### config.mk
export PLATFORM = sky130hd
export DESIGN_NAME = serial_io_scanner
export DESIGN_NICKNAME = d
export VERILOG_FILES = /design/src/rtl/serial_io_scanner.sv
export SDC_FILE = /design/constraint.sdc
export NUM_CORES = 1
export LEC_CHECK = 0
export CELL_PAD_IN_SITES_DETAIL_PLACEMENT = 1
export CELL_PAD_IN_SITES_GLOBAL_PLACEMENT = 2
export CORE_ASPECT_RATIO = 0.6
export CORE_MARGIN = 5
export CORE_UTILIZATION = 35
export DETAILED_ROUTE_END_ITERATION = 8
export GPL_TIMING_DRIVEN = 0
export PLACE_DENSITY_LB_ADDON = 0.1
export SLEW_MARGIN = 25
export SYNTH_ARGS = -nofsm -noshare
export SYNTH_HDL_FRONTEND = slang
export SYNTH_SLANG_ARGS = --single-unit
export TNS_END_PERCENT = 10
### constraint.sdc
create_clock -name i_CLK -period 4.6 [get_ports i_CLK]
set_input_delay 0.92 -clock i_CLK [delete_from_list [all_inputs] [get_ports i_CLK]]
set_output_delay 0.92 -clock i_CLK [all_outputs]
set_load 0.02 [all_outputs]
### src/rtl/serial_io_scanner.sv
// Serial I/O chain engine: per frame, loads the input chain, shifts the output word out
// while shifting the input word in, then latches the output chain and publishes the capture.
module serial_io_scanner #(
    parameter int OUT_WIDTH = 16,
    parameter int IN_WIDTH  = 21,
    parameter int CLK_DIV   = 4,
    parameter int LSB_FIRST = 0
) (
    input  logic                 i_CLK,
    input  logic                 i_RESET,
    input  logic                 i_Enable,
    input  logic [OUT_WIDTH-1:0] i_Data,
    input  logic                 i_SData,
    output logic                 o_SCLK,
    output logic                 o_SData,
    output logic                 o_InLoad,
    output logic                 o_OutLatch,
    output logic [IN_WIDTH-1:0]  o_InData,
    output logic                 o_InValid,
    output logic                 o_InChanged,
    output logic                 o_Busy
);
    localparam int N  = (OUT_WIDTH > IN_WIDTH) ? OUT_WIDTH : IN_WIDTH;
    localparam int CW = (CLK_DIV > 1) ? $clog2(CLK_DIV) : 1;
    localparam int BW = (N > 1) ? $clog2(N) : 1;

    typedef enum logic [1:0] {IDLE, LOAD, SHIFT, LATCH} state_t;

    state_t                state, state_n;
    logic [CW-1:0]         div_cnt;
    logic                  tick;
    logic                  phase, phase_n;
    logic [BW-1:0]         bit_cnt, bit_cnt_n;
    logic [N-1:0]          sreg, sreg_n;
    logic [IN_WIDTH-1:0]   cap, cap_n;
    logic                  frame_done;
    logic                  sbit_n;

    assign tick = (div_cnt == CW'(CLK_DIV - 1));

    always_comb begin
        state_n    = state;
        phase_n    = phase;
        bit_cnt_n  = bit_cnt;
        sreg_n     = sreg;
        cap_n      = cap;
        frame_done = 1'b0;
        if (tick) begin
            case (state)
                IDLE: begin
                    if (i_Enable) begin
                        state_n = LOAD;
                        // Padding zeros sit at the end that is shifted out first.
                        sreg_n = (LSB_FIRST != 0) ? (N'(i_Data) << (N - OUT_WIDTH)) : N'(i_Data);
                    end
                end
                LOAD: begin
                    state_n   = SHIFT;
                    phase_n   = 1'b0;
                    bit_cnt_n = '0;
                end
                SHIFT: begin
                    if (!phase) begin
                        phase_n = 1'b1;
                        if (32'(bit_cnt) < IN_WIDTH) begin
                            cap_n = (LSB_FIRST != 0)
                                  ? ((cap >> 1) | (IN_WIDTH'(i_SData) << (IN_WIDTH - 1)))
                                  : ((cap << 1) | IN_WIDTH'(i_SData));
                        end
                    end else begin
                        phase_n = 1'b0;
                        sreg_n  = (LSB_FIRST != 0) ? (sreg >> 1) : (sreg << 1);
                        if (bit_cnt == BW'(N - 1)) begin
                            state_n = LATCH;
                        end else begin
                            bit_cnt_n = bit_cnt + BW'(1);
                        end
                    end
                end
                LATCH: begin
                    state_n    = IDLE;
                    frame_done = 1'b1;
                end
                default: state_n = IDLE;
            endcase
        end
    end

    assign sbit_n = (LSB_FIRST != 0) ? sreg_n[0] : sreg_n[N-1];

    // Outputs are registered from next-state values so they align with the state register.
    always_ff @(posedge i_CLK) begin
        if (i_RESET) begin
            state       <= IDLE;
            div_cnt     <= '0;
            phase       <= 1'b0;
            bit_cnt     <= '0;
            sreg        <= '0;
            cap         <= '0;
            o_SCLK      <= 1'b0;
            o_SData     <= 1'b0;
            o_InLoad    <= 1'b0;
            o_OutLatch  <= 1'b0;
            o_InData    <= '0;
            o_InValid   <= 1'b0;
            o_InChanged <= 1'b0;
            o_Busy      <= 1'b0;
        end else begin
            div_cnt     <= tick ? '0 : div_cnt + CW'(1);
            state       <= state_n;
            phase       <= phase_n;
            bit_cnt     <= bit_cnt_n;
            sreg        <= sreg_n;
            cap         <= cap_n;
            o_SCLK      <= (state_n == SHIFT) && phase_n;
            o_SData     <= (state_n == SHIFT) ? sbit_n : 1'b0;
            o_InLoad    <= (state_n == LOAD);
            o_OutLatch  <= (state_n == LATCH);
            o_Busy      <= (state_n != IDLE);
            o_InValid   <= frame_done;
            o_InChanged <= frame_done && (cap != o_InData);
            if (frame_done) begin
                o_InData <= cap;
            end
        end
    end
endmodule

==> metrics.md <==
| Metric | Value |
|---|---|
| Synthesized Nets | `421` |
| Average via count per standard cell | `5.130` |
| GRT overflow | `0` |
| Crit path buffers/inverters | `3` |
| Maximum single-stage delay on the critical path | `550 ps` |
| Count leader, synth | `sky130_fd_sc_hd__dfxtp_1` |
| Count of flip-flops with a built-in enable after synthesis | `0` |
| Cell types with the largest area share after synthesis | `sky130_fd_sc_hd__dfxtp_1 (46%), sky130_fd_sc_hd__a21oi_1 (7.5%), sky130_fd_sc_hd__nand2_1 (5.8%), sky130_fd_sc_hd__xnor2_1 (4.8%), sky130_fd_sc_hd__nand3_1 (4.1%)` |
| Number of maximum-capacitance constraint violations | `0` |
| Fraction of final layout cells sized beyond drive strength 1 | `0.1182` |
| Final worst path period share | `0.5135` |
| TritonCTS clock tree | `yes` |
| Via count of the routed design | `3,037` |
| Site row count | `28` |
| Top cell by count, worst path | `sky130_fd_sc_hd__clkbuf_1` |
| Power density over the cells | `350.1 mW/mm2` |
| Iteration-0 DRC Markers | `140` |
| Post-cts repair resize count | `0` |
| Max_slew headroom | `0.5346` |
| Post-route cell area | `0.004413 mm2` |
| Final setup violation count | `0` |
| Via count of the first global-routing pass | `3,168` |
| Peak VDD IR | `0.0001823 V` |
| Number of DRC violations after detailed routing | `0` |
| Final period demand of the worst path | `2362 ps` |
| Outcome | `finished, final reports clean` |
| CTS HTree Levels | `3` |
| F_max | `423.4 MHz` |
| Filler instances | `1,188` |
| Root buffer selected by CTS | `sky130_fd_sc_hd__clkbuf_16` |
| Last weighted congestion value of the routability-driven placer | `0.7719` |
| RSZ-0062 raised after global routing | `false` |
| Number of pins with negative max-slew slack in the final report | `0` |
| Global-route usage over all layers | `0.1748` |
| Number of port buffers | `47` |
| Final ANT Viol Nets | `0` |
| Clock input transition at the sequential cells of the worst setup and hold paths | `60 ps` |
| Die extent in x | `138.3 um` |
| Number of antenna violations at the first check in global routing | `0` |
| Latest clock arrival within the worst-skew pair | `340 ps` |
| Number of buffers created by CTS | `9` |
| Cell type contributing the most total cell area after synthesis | `sky130_fd_sc_hd__dfxtp_1` |
| Pin count of the biggest net entering global routing | `13` |
| Area Overhead vs Synth | `27.74%` |
| Worst-Margin Slew | `698.0 ps` |
| Critical path class | `primary input to register` |
| Maximum fanout along the worst path | `10` |
| Setup slack after layout | `2238 ps` |
| Floorplan core area | `0.009739 mm2` |
| Initial core utilization | `0.3547` |
| Startpoint type of the worst setup path | `primary input` |
| Post-cts hold buffer count | `0` |
| Mapped cell area | `0.003455 mm2` |
| Hold crit path type | `register to register` |
| Leakage power figure | `1.466 nW` |
| Portion of the post-synthesis area used by sequential elements | `0.4636` |
| Worst slack on hold paths | `441.8 ps` |
| CP arrival | `2550 ps` |
| Die boundary height | `86.96 um` |
| Critical path capture point type | `register` |
| Total wirelength of the detailed-routed design | `10.14 mm` |
| Total cell area at the placement stage | `0.004094 mm2` |
| Total number of clock tree sinks | `80` |
| Sum of net half-perimeters after detailed placement | `7.376 mm` |
| Count of mapped cells out of synthesis | `394` |
| Antenna Cells | `0` |
| DP Worst Slack | `1897 ps` |
| Top post-synthesis cells by count | `sky130_fd_sc_hd__dfxtp_1 (80), sky130_fd_sc_hd__nand2_1 (53), sky130_fd_sc_hd__a21oi_1 (52), sky130_fd_sc_hd__nand3_1 (28), sky130_fd_sc_hd__o21ai_0 (24)` |
| Number of buffers inserted to repair setup after CTS | `0` |
| Count of synthesis-stage warnings from yosys | `0` |
| Die area | `0.01202 mm2` |
| Cell class contributing the biggest share of worst-path delay | `buffers and inverters` |
| Count of endpoints failing hold in the final timing report | `0` |
| Dominant synthesized flop cell | `sky130_fd_sc_hd__dfxtp_1` |
| Synthesized area per cell | `8.768 um2` |
| Cell with the biggest individual delay on the critical path | `sky130_fd_sc_hd__clkbuf_1` |
| Critical Path, Cell by Cell | `clkdlybuf4s50_1, clkbuf_1, clkbuf_1, a21oi_1` |
| Aggregate negative setup slack | `0 ps` |
| Buffer levels on the longest clock path | `2` |
| Data required time at the worst endpoint | `4790 ps` |
| Fraction of synthesis flops using an asynchronous set or reset pin | `0` |
| Count of pins on the block boundary | `48` |
| Routed wire length per instance | `17.13 um` |
| Largest clock skew in the final design | `4.921 ps` |
| Proportion of netlist area held by the largest area contributor | `0.4636` |
| Layout net count | `479` |
| First-pass GRT wire length | `16.72 mm` |
| Seq cells post-synth | `80` |
| TritonRoute pass-1 iters | `4` |
| Synth unique cells | `43` |
| Post-layout power | `1.545 mW` |
## sequential cells by signal, summed over array words and instances, names as in the netlist
name         cells
cap             21
o_InData        21
sreg            21
bit_cnt          5
div_cnt          2
state            2
o_Busy           1
o_InChanged      1
o_InLoad         1
o_InValid        1
o_OutLatch       1
o_SCLK           1
o_SData          1
phase            1
## cell usage in the layout, fill, tap and decap left out, drive strengths merged
cell / netlist / layout
nor2b: 2 / 2
a31oi: 1 / 1
or2: 1 / 1
mux2i: 2 / 2
and2: 4 / 4
o211ai: 1 / 1
o211a: 1 / 1
and3b: 1 / 1
o31ai: 1 / 1
dfxtp: 80 / 80
o21a: 3 / 3
xnor2: 19 / 19
mux2: 1 / 1
or2b: 1 / 1
buf: 13 / 13
bufinv: 0 / 1
ha: 7 / 7
nand4b: 1 / 1
o21ai: 25 / 25
nand4: 5 / 5
inv: 7 / 7
nand3: 28 / 28
nor2: 23 / 23
nor3: 18 / 18
clkinv: 0 / 1
nor3b: 2 / 2
nand2: 53 / 53
a31o: 1 / 1
nor4b: 1 / 1
xor2: 2 / 2
clkdlybuf4s50: 0 / 47
clkbuf: 16 / 30
a32oi: 1 / 1
a21boi: 1 / 1
a221oi: 15 / 15
o2111ai: 1 / 1
or3: 3 / 3
a21oi: 52 / 52
nor4: 1 / 1
## report_power, final
group	switching [mW]	total (mW)	internal (mW)
clock network	0.282	0.761	0.479
logic	0.0429	0.0769	0.0340
registers	0.00499	0.707	0.702
## layout make-up
| cell class | count | area (um2) | area share |
|---|---|---|---|
| repair buffers | 47 | 470.5 | 0.1066 |
| clock buffers | 14 | 284.0 | 0.06436 |
| plain buffers | 29 | 147.6 | 0.03346 |
| well taps | 135 | 168.9 | 0.03828 |
| inverters | 7 | 26.28 | 0.005954 |
| flip-flops and latches | 80 | 1602 | 0.3629 |
| clock inverters | 2 | 35.03 | 0.007939 |
| multi-input cells | 278 | 1679 | 0.3805 |
## worst reg2reg max path: stages, from the launching register on
cell                       delay [ps]
sky130_fd_sc_hd__dfxtp_1          330
sky130_fd_sc_hd__inv_1            110
sky130_fd_sc_hd__ha_1             310
sky130_fd_sc_hd__and2_1           220
sky130_fd_sc_hd__clkbuf_1         400
sky130_fd_sc_hd__a32oi_1          240
sky130_fd_sc_hd__nor4b_2          230
## per-layer routing
metal  part of all wire  routed length (um)  track usage
met1               0.54                5481       0.2575
met2               0.42                4218       0.2571
met3              0.036                 364      0.04169
met4             0.0075                  76      0.04305
met5                  0                   0            0
## worst paths after layout
check / startpoint / cells after the start / slack, ps / end
setup / recovery: i_RESET / 4 / 2240 / o_InData[1]
hold / removal: div_cnt[0] / 1 / 440 / div_cnt[0]
setup reg to reg: state[0] / 6 / 2670 / o_SData
hold reg to reg: div_cnt[0] / 1 / 440 / div_cnt[0]
## through the flow
stage | cells | utilization
after floorplan | 394 | -
after global placement | 576 | 0.4203
after detailed placement | 576 | 0.4203
after CTS | 592 | 0.4531
after global routing | 592 | 0.4531
final | 592 | 0.4531
## cells by family (layout without fill, tap and decap cells)
group,after synthesis,in the layout,synth area share
buf+inv,36,99,0.05034
simple gates,144,144,0.2170
xor+xnor,21,21,0.05324
mux,3,3,0.009055
flops,80,80,0.4636
fa+ha+maj,7,7,0.02535
compound gates,103,103,0.1815
(Power assumes the default switching activity.)
